==> src/rtl/dcache_resp_pkg.sv <==
// rtl/dcache_resp_pkg.sv - shared width codes, FSM states and strobe helper for the data-cache responder
package dcache_resp_pkg;

    localparam logic [1:0] MW_BYTE = 2'b00;
    localparam logic [1:0] MW_HALF = 2'b01;
    localparam logic [1:0] MW_WORD = 2'b10;

    typedef enum logic [1:0] {
        IDLE   = 2'b00,
        REFILL = 2'b01,
        WRITE  = 2'b10,
        RESP   = 2'b11
    } dc_state_t;

    // Strobe pattern for lane 0; the code 2'b11 behaves as a full word.
    function automatic logic [3:0] width_mask(input logic [1:0] width);
        case (width)
            MW_BYTE: width_mask = 4'b0001;
            MW_HALF: width_mask = 4'b0011;
            default: width_mask = 4'b1111;
        endcase
    endfunction

endpackage

==> src/rtl/dcache_ld_align.sv <==
// rtl/dcache_ld_align.sv - load extract/extend and store lane shift/strobe generation (combinational)
module dcache_ld_align
    import dcache_resp_pkg::*;
(
    input  logic [31:0] ld_word,
    input  logic [1:0]  offset,
    input  logic [1:0]  width,
    input  logic        rdtype,
    input  logic [31:0] st_data,
    output logic [31:0] ld_data,
    output logic [31:0] st_wdata,
    output logic [3:0]  st_wstrb
);

    logic [1:0]  lane;
    logic [31:0] ld_shift;
    logic [31:0] st_masked;

    // Halves ignore addr[0]; words ignore the whole offset.
    assign lane     = (width == MW_BYTE) ? offset :
                      (width == MW_HALF) ? {offset[1], 1'b0} : 2'b00;
    assign ld_shift = ld_word >> {lane, 3'b000};

    always_comb begin
        ld_data   = ld_word;
        st_masked = st_data;
        case (width)
            MW_BYTE: begin
                ld_data   = {{24{~rdtype & ld_shift[7]}}, ld_shift[7:0]};
                st_masked = {24'h0, st_data[7:0]};
            end
            MW_HALF: begin
                ld_data   = {{16{~rdtype & ld_shift[15]}}, ld_shift[15:0]};
                st_masked = {16'h0, st_data[15:0]};
            end
            default: begin
                ld_data   = ld_word;
                st_masked = st_data;
            end
        endcase
    end

    assign st_wdata = st_masked << {lane, 3'b000};
    assign st_wstrb = width_mask(width) << lane;

endmodule

==> src/rtl/dcache_resp.sv <==
// rtl/dcache_resp.sv - direct-mapped write-through data cache responder; DCACHE_PERF_CNT_EN adds hit/miss counters
module dcache_resp
    import dcache_resp_pkg::*;
#(
    parameter int SETS       = 16,
    parameter int LINE_WORDS = 4
) (
    input  logic        clk,
    input  logic        rst,
    input  logic        ex_req_Dcache_i,
    input  logic        ex_mem_rw_i,
    input  logic [31:0] ex_mem_addr_i,
    input  logic [1:0]  ex_mem_wrwidth_i,
    input  logic [31:0] ex_mem_wr_data_i,
    input  logic        ex_mem_rdtype_i,
    output logic [31:0] dc_rd_data_o,
    output logic        dc_ready_o,
    output logic        dc_stall_req_o,
`ifdef DCACHE_PERF_CNT_EN
    output logic [31:0] dc_hit_cnt_o,
    output logic [31:0] dc_miss_cnt_o,
`endif
    output logic        mem_req_o,
    output logic        mem_we_o,
    output logic [31:0] mem_addr_o,
    output logic [31:0] mem_wdata_o,
    output logic [3:0]  mem_wstrb_o,
    input  logic [31:0] mem_rdata_i,
    input  logic        mem_ack_i
);

    localparam int WB = $clog2(LINE_WORDS);
    localparam int IB = $clog2(SETS);
    localparam int TB = 32 - 2 - WB - IB;

    dc_state_t       state_q;
    logic [SETS-1:0] valid_q;
    logic [TB-1:0]   tag_q  [SETS];
    logic [31:0]     data_q [SETS][LINE_WORDS];
    logic [WB-1:0]   refill_cnt_q;
    logic [31:0]     rq_addr_q;
    logic [1:0]      rq_width_q;
    logic            rq_rdtype_q;

    logic            dc_ready_q;
    logic [31:0]     rd_data_q;
    logic            mem_req_q;
    logic            mem_we_q;
    logic [31:0]     mem_addr_q;
    logic [31:0]     mem_wdata_q;
    logic [3:0]      mem_wstrb_q;

    logic [IB-1:0]   lk_idx;
    logic [WB-1:0]   lk_word;
    logic [TB-1:0]   lk_tag;
    logic            lk_hit;
    logic            accept;
    logic            in_refill;
    logic            bus_ack;
    logic            last_ack;
    logic [IB-1:0]   rq_idx;
    logic [31:0]     al_addr;
    logic [1:0]      al_width;
    logic            al_rdtype;
    logic [IB-1:0]   al_idx;
    logic [WB-1:0]   al_word;
    logic [31:0]     al_word_data;
    logic [31:0]     ld_data;
    logic [31:0]     st_wdata;
    logic [3:0]      st_wstrb;

    assign lk_idx  = ex_mem_addr_i[2+WB +: IB];
    assign lk_word = ex_mem_addr_i[2 +: WB];
    assign lk_tag  = ex_mem_addr_i[31 -: TB];
    assign lk_hit  = valid_q[lk_idx] && (tag_q[lk_idx] == lk_tag);

    // A request still high in the ready cycle belongs to the access just retired.
    assign accept    = (state_q == IDLE) && ex_req_Dcache_i && !dc_ready_q;
    assign in_refill = (state_q == REFILL);
    assign bus_ack   = mem_ack_i && mem_req_q;
    assign last_ack  = in_refill && bus_ack && (refill_cnt_q == WB'(LINE_WORDS - 1));
    assign rq_idx    = rq_addr_q[2+WB +: IB];

    // One aligner serves both the hit path (live request) and the refill response (latched request).
    assign al_addr      = in_refill ? rq_addr_q   : ex_mem_addr_i;
    assign al_width     = in_refill ? rq_width_q  : ex_mem_wrwidth_i;
    assign al_rdtype    = in_refill ? rq_rdtype_q : ex_mem_rdtype_i;
    assign al_idx       = al_addr[2+WB +: IB];
    assign al_word      = al_addr[2 +: WB];
    assign al_word_data = (in_refill && (al_word == refill_cnt_q)) ? mem_rdata_i
                                                                    : data_q[al_idx][al_word];

    dcache_ld_align u_align (
        .ld_word  (al_word_data),
        .offset   (al_addr[1:0]),
        .width    (al_width),
        .rdtype   (al_rdtype),
        .st_data  (ex_mem_wr_data_i),
        .ld_data  (ld_data),
        .st_wdata (st_wdata),
        .st_wstrb (st_wstrb)
    );

    always_comb begin
        dc_stall_req_o = 1'b0;
        case (state_q)
            IDLE:          dc_stall_req_o = accept && (ex_mem_rw_i || !lk_hit);
            REFILL, WRITE: dc_stall_req_o = 1'b1;
            default:       dc_stall_req_o = 1'b0;
        endcase
    end

    always_ff @(posedge clk) begin
        if (accept && ex_mem_rw_i && lk_hit) begin
            for (int b = 0; b < 4; b++) begin
                if (st_wstrb[b]) data_q[lk_idx][lk_word][8*b +: 8] <= st_wdata[8*b +: 8];
            end
        end
        if (in_refill && bus_ack) begin
            data_q[rq_idx][refill_cnt_q] <= mem_rdata_i;
            if (last_ack) tag_q[rq_idx] <= rq_addr_q[31 -: TB];
        end
    end

`ifdef DCACHE_PERF_CNT_EN
    logic [31:0] hit_cnt_q;
    logic [31:0] miss_cnt_q;

    always_ff @(posedge clk or posedge rst) begin
        if (rst) begin
            hit_cnt_q  <= 32'h0;
            miss_cnt_q <= 32'h0;
        end else if (accept && !ex_mem_rw_i) begin
            if (lk_hit) hit_cnt_q  <= hit_cnt_q + 32'd1;
            else        miss_cnt_q <= miss_cnt_q + 32'd1;
        end
    end

    assign dc_hit_cnt_o  = hit_cnt_q;
    assign dc_miss_cnt_o = miss_cnt_q;
`endif

    always_ff @(posedge clk or posedge rst) begin
        if (rst) begin
            state_q      <= IDLE;
            valid_q      <= '0;
            refill_cnt_q <= '0;
            rq_addr_q    <= 32'h0;
            rq_width_q   <= 2'b00;
            rq_rdtype_q  <= 1'b0;
            dc_ready_q   <= 1'b0;
            rd_data_q    <= 32'h0;
            mem_req_q    <= 1'b0;
            mem_we_q     <= 1'b0;
            mem_addr_q   <= 32'h0;
            mem_wdata_q  <= 32'h0;
            mem_wstrb_q  <= 4'h0;
        end else begin
            dc_ready_q <= 1'b0;
            case (state_q)
                IDLE: begin
                    if (accept) begin
                        rq_addr_q   <= ex_mem_addr_i;
                        rq_width_q  <= ex_mem_wrwidth_i;
                        rq_rdtype_q <= ex_mem_rdtype_i;
                        if (ex_mem_rw_i) begin
                            mem_req_q   <= 1'b1;
                            mem_we_q    <= 1'b1;
                            mem_addr_q  <= {ex_mem_addr_i[31:2], 2'b00};
                            mem_wdata_q <= st_wdata;
                            mem_wstrb_q <= st_wstrb;
                            state_q     <= WRITE;
                        end else if (lk_hit) begin
                            rd_data_q  <= ld_data;
                            dc_ready_q <= 1'b1;
                        end else begin
                            // Line is rewritten word by word, so it must not look valid meanwhile.
                            valid_q[lk_idx] <= 1'b0;
                            refill_cnt_q    <= '0;
                            mem_req_q       <= 1'b1;
                            mem_we_q        <= 1'b0;
                            mem_addr_q      <= {ex_mem_addr_i[31:2+WB], {(2+WB){1'b0}}};
                            mem_wdata_q     <= 32'h0;
                            mem_wstrb_q     <= 4'h0;
                            state_q         <= REFILL;
                        end
                    end
                end
                REFILL: begin
                    if (last_ack) begin
                        mem_req_q       <= 1'b0;
                        valid_q[rq_idx] <= 1'b1;
                        rd_data_q       <= ld_data;
                        dc_ready_q      <= 1'b1;
                        state_q         <= RESP;
                    end else if (bus_ack) begin
                        refill_cnt_q <= refill_cnt_q + 1'b1;
                        mem_addr_q   <= mem_addr_q + 32'd4;
                    end
                end
                WRITE: begin
                    if (bus_ack) begin
                        mem_req_q   <= 1'b0;
                        mem_we_q    <= 1'b0;
                        mem_wstrb_q <= 4'h0;
                        dc_ready_q  <= 1'b1;
                        state_q     <= IDLE;
                    end
                end
                default: state_q <= IDLE;
            endcase
        end
    end

    assign dc_ready_o   = dc_ready_q;
    assign dc_rd_data_o = rd_data_q;
    assign mem_req_o    = mem_req_q;
    assign mem_we_o     = mem_we_q;
    assign mem_addr_o   = mem_addr_q;
    assign mem_wdata_o  = mem_wdata_q;
    assign mem_wstrb_o  = mem_wstrb_q;

endmodule
==> config.mk <==
export PLATFORM = sky130hd
export DESIGN_NAME = dcache_resp
export DESIGN_NICKNAME = d
export VERILOG_FILES = /design/src/rtl/dcache_resp_pkg.sv /design/src/rtl/dcache_ld_align.sv /design/src/rtl/dcache_resp.sv
export SDC_FILE = /design/constraint.sdc
export NUM_CORES = 2
export LEC_CHECK = 0
export ABC_CLOCK_PERIOD_IN_PS = 6400
export BUFFER_PORTS_ARGS = -buffer_cell sky130_fd_sc_hd__buf_2
export CELL_PAD_IN_SITES_DETAIL_PLACEMENT = 1
export CELL_PAD_IN_SITES_GLOBAL_PLACEMENT = 1
export CORE_ASPECT_RATIO = 2
export CORE_MARGIN = 3
export CORE_UTILIZATION = 25
export DETAILED_ROUTE_END_ITERATION = 10
export PLACE_DENSITY = 0.55
export SLEW_MARGIN = 10
export SYNTH_ARGS = -nofsm -noshare
export SYNTH_HDL_FRONTEND = slang
export SYNTH_SLANG_ARGS = --single-unit
==> constraint.sdc <==
create_clock -name clk -period 6.4 [get_ports clk]
set_input_delay 0.64 -clock clk [delete_from_list [all_inputs] [get_ports clk]]
set_output_delay 0.64 -clock clk [all_outputs]
set_load 0.01 [all_outputs]
==> impl_metrics.tcl <==
set metrics [dict create \
    total_power_mw 56.8 \
    status "complete, no violations" \
    slew_violations 0 \
    drt-vias-per-instance 5.06 \
    setup.worst_path.class "input port to register" \
    timing.final.setup_violations 0 \
    yosysWarningCount 0 \
    area.growth.synth_to_final_pct 18.0 \
    grt_start_max_net_pins 121 \
    final_period_minus_worst_setup_slack_ps 5790 \
    cts_root_buf "sky130_fd_sc_hd__clkbuf_16" \
    synth_seq_cells 2588 \
    chipWidth_um 470 \
    worstReg2RegEnd "data_q[1][14]$_DFFE_PP_" \
    worst_ep_arrival_time_ps 6280 \
    rsz0062_at_grt "false" \
    cts_htree_levels 4 \
    finalWeightedCongestion 0.901 \
    synth.largest_area_cell "sky130_fd_sc_hd__edfxtp_1" \
    global_route.usage.total_pct 20.0 \
    ff_latch_area_um2 76900 \
    synth_top_cell_area_share_pct 67.9 \
    core_area_um2 428000 \
    initialDrtViolationCount 5897 \
    timing.fmax_mhz 173 \
    ys.flop_type "sky130_fd_sc_hd__edfxtp_1" \
    tightestPinTransition_ps 1300 \
    cp-startpoint "ex_mem_addr_i[5]" \
    detailedPlacementHpwl_um 315000 \
    number_of_hold_buffers_added_after_cts 24 \
    design.portCount 208 \
    layout-drive-gt1-share_pct 15.7 \
    cts-resized-gates 0 \
    postRouteWirelength_um 452000 \
    area_of_combinational_cells_with_multiple_inputs_um2 28800 \
    initial_core_util_pct 25.1 \
    ys_async_sr_fraction_pct 6.03 \
    syn_avg_cell_area_um2 13.0 \
    leakage_nw 43.2 \
    yosys.cell_count.top_type "sky130_fd_sc_hd__edfxtp_1" \
    clkLatencyLatePin_ps 950 \
    tritoncts_num_sinks 2588 \
    ctsLongestPathBuffers 4 \
    timing.critical_path.fanout_max 49 \
    power.ir.vdd_worst_v 0.000310 \
    mappedNetlistArea_um2 108000 \
    remaining_drc_errors 0 \
    grt_util_met2_pct 37.4 \
    grt_antenna_before_repair 30 \
    synth.top_cells.by_count "2432 x sky130_fd_sc_hd__edfxtp_1, 1843 x sky130_fd_sc_hd__nand2_1, 885 x sky130_fd_sc_hd__nand3_1" \
    timing.max_cap.violations 0 \
    finalClockSkew_ps 119 \
    floorplan.die.height_um 934 \
    worstSetupEndpointType "register" \
    worst_setup_hold_path_clk_slew_ps 80 \
    min_path_type "input port to register" \
    grtUsageMet1_pct 19.5 \
    setup.worst_path.end "data_q[1][14]$_DFFE_PP_" \
    power_density_nw_per_um2 448 \
    reg2reg_setup_slack_ps 650 \
    min_period_over_period_pct 90.5 \
    tritoncts.num_buffers 228 \
    grt.met3_usage_pct 2.23 \
    fill_cells 46100 \
    regToRegStartpoint "state_q[1]$_DFFE_PP0P_" \
    ff2ff_path_depth 10 \
    post-cts-setup-buffers 0 \
    port-buffer-count 205 \
    ys_types 91 \
    yosysSeqAreaShare_pct 71.5 \
    ant_nets 0 \
    most_area_consuming_cells_after_synthesis "sky130_fd_sc_hd__edfxtp_1 68%, sky130_fd_sc_hd__nand2_1 6.4%, sky130_fd_sc_hd__nand3_1 4.1%, sky130_fd_sc_hd__dfrtp_1 3.6%, sky130_fd_sc_hd__mux2i_1 2.1%" \
    fin_nets 8861 \
    route.detailed.wl_per_inst_um 31.0 \
    post_synth_inst_count 8281 \
    global_route_wire_length_before_repair_um 622000 \
    grt.busiest_layer "met2" \
    cp.required_ps 6880 \
    first_global_vias 78000 \
    grt_overflow_total 0 \
    total_iterations_of_the_first_detailed_routing_run 6 \
    row_count 340 \
    setup-tns-final_ps 0 \
    final_hold_viol_count 0 \
    critPathLaunchType "input port" \
    slew_headroom_pct 12.5 \
    cts_tree "built" \
    route.vias.total 73900 \
    holdWs_ps 49.8 \
    number_of_enable_flip_flop_cells_after_synthesis 2432 \
    dieArea_um2 439000 \
]
==> worst min path at each step <==
stage / startpoint / end / cells past startpoint
floorplan: rq_addr_q[0]$_DFFE_PP0P_ / rq_addr_q[0]$_DFFE_PP0P_ / 2
global placement: rq_addr_q[0]$_DFFE_PP0P_ / rq_addr_q[0]$_DFFE_PP0P_ / 2
detailed placement: rq_addr_q[0]$_DFFE_PP0P_ / rq_addr_q[0]$_DFFE_PP0P_ / 2
CTS: ex_mem_addr_i[24] / rq_addr_q[24]$_DFFE_PP0P_ / 3
global route: ex_mem_addr_i[24] / rq_addr_q[24]$_DFFE_PP0P_ / 3
finish: ex_mem_wr_data_i[24] / mem_wdata_o[24]$_DFFE_PP0P_ / 3
==> cells in the final DEF, fill, tap and decap left out, drive strengths merged, types with 15 or more instances in the layout <==
master / count
a211oi: 40
a21o: 22
a21oi: 291
a221oi: 49
a22o: 21
a22oi: 53
a31oi: 87
a32o: 55
a32oi: 29
and3: 38
buf: 786
bufinv: 23
clkbuf: 272
clkinv: 93
clkinvlp: 16
dfrtp: 156
diode: 15
dlygate4sd3: 24
edfxtp: 2432
inv: 35
mux2: 52
mux2i: 225
mux4: 75
nand2: 1843
nand2b: 31
nand3: 885
nand4: 25
nor2: 513
nor2b: 28
nor3: 52
nor4: 17
o211ai: 30
o21ai: 202
o22ai: 153
o31ai: 22
o41ai: 18
xnor2: 26
==> layout make-up <==
type / instances / area share, %
Clock inverter: 142 / 1.10
Tap cell: 5643 / 5.57
Inverter: 25 / 0.0799
Clock buffer: 272 / 4.76
Antenna cell: 15 / 0.0296
Multi-Input combinational cell: 5095 / 22.7
Timing Repair Buffer: 810 / 5.11
Sequential cell: 2588 / 60.6
==> where the power goes <==
| group | switching (mW) | internal, mW |
|---|---|---|
| sequential | 0.745 | 21.3 |
| combinational | 15.6 | 4.95 |
| clock | 6.58 | 7.67 |
| total | 22.9 | 33.9 |
==> worst max-delay path: stages <==
cell and delay (ps):
sky130_fd_sc_hd__buf_6 500, sky130_fd_sc_hd__buf_12 320, sky130_fd_sc_hd__buf_4 270, sky130_fd_sc_hd__mux2_2 180
sky130_fd_sc_hd__o22ai_1 100, sky130_fd_sc_hd__nor3_1 1050, sky130_fd_sc_hd__a211oi_1 100, sky130_fd_sc_hd__a31oi_1 730
sky130_fd_sc_hd__nor4_4 130, sky130_fd_sc_hd__nand4_1 200, sky130_fd_sc_hd__buf_4 190, sky130_fd_sc_hd__nor3_2 90
sky130_fd_sc_hd__buf_4 230, sky130_fd_sc_hd__a31oi_2 1010, sky130_fd_sc_hd__nor2_1 440
==> stage by stage <==
stage | instances | area (um^2) | setup WS, ps | util, %
5_1_grt | 14600 | 127000 | 537 | 29.6
3_5_place_dp | 14100 | 119000 | -261 | 27.8
3_3_place_gp | 14100 | 119000 | -340 | 27.8
6_report | 14600 | 127000 | 606 | 29.6
4_1_cts | 14600 | 127000 | 602 | 29.6
2_1_floorplan | 8282 | 108000 | 218 | -
==> state kept, by name (all words and copies together), names as in the netlist, 2 cells and up <==
signal	flops
data_q	2048
tag_q	384
dc_rd_data_o	32
mem_wdata_o	32
rq_addr_q	32
mem_addr_o	30
valid_q	16
mem_wstrb_o	4
refill_cnt_q	2
rq_width_q	2
state_q	2
==> per-layer routing <==
metal	wire [um]	vias up	share of wire (%)
met5	63	-	0.014
met4	45000	8	10
met3	17900	1029	3.9
met2	241000	2482	53
met1	148000	38600	33
li1	-	31700	-
==> logic make-up after synthesis <==
family          after synthesis  share of synthesized area, %
simple gates               3505                          14.0
compound gates             1198                          7.39
mux                         352                          4.22
xor+xnor                     29                         0.236
buf+inv                     599                          2.54
other cells                   1                       0.00349
fa+ha+maj                     9                         0.105
flops                      2588                          71.5
No activity file was read; power rests on OpenSTA's default activity.
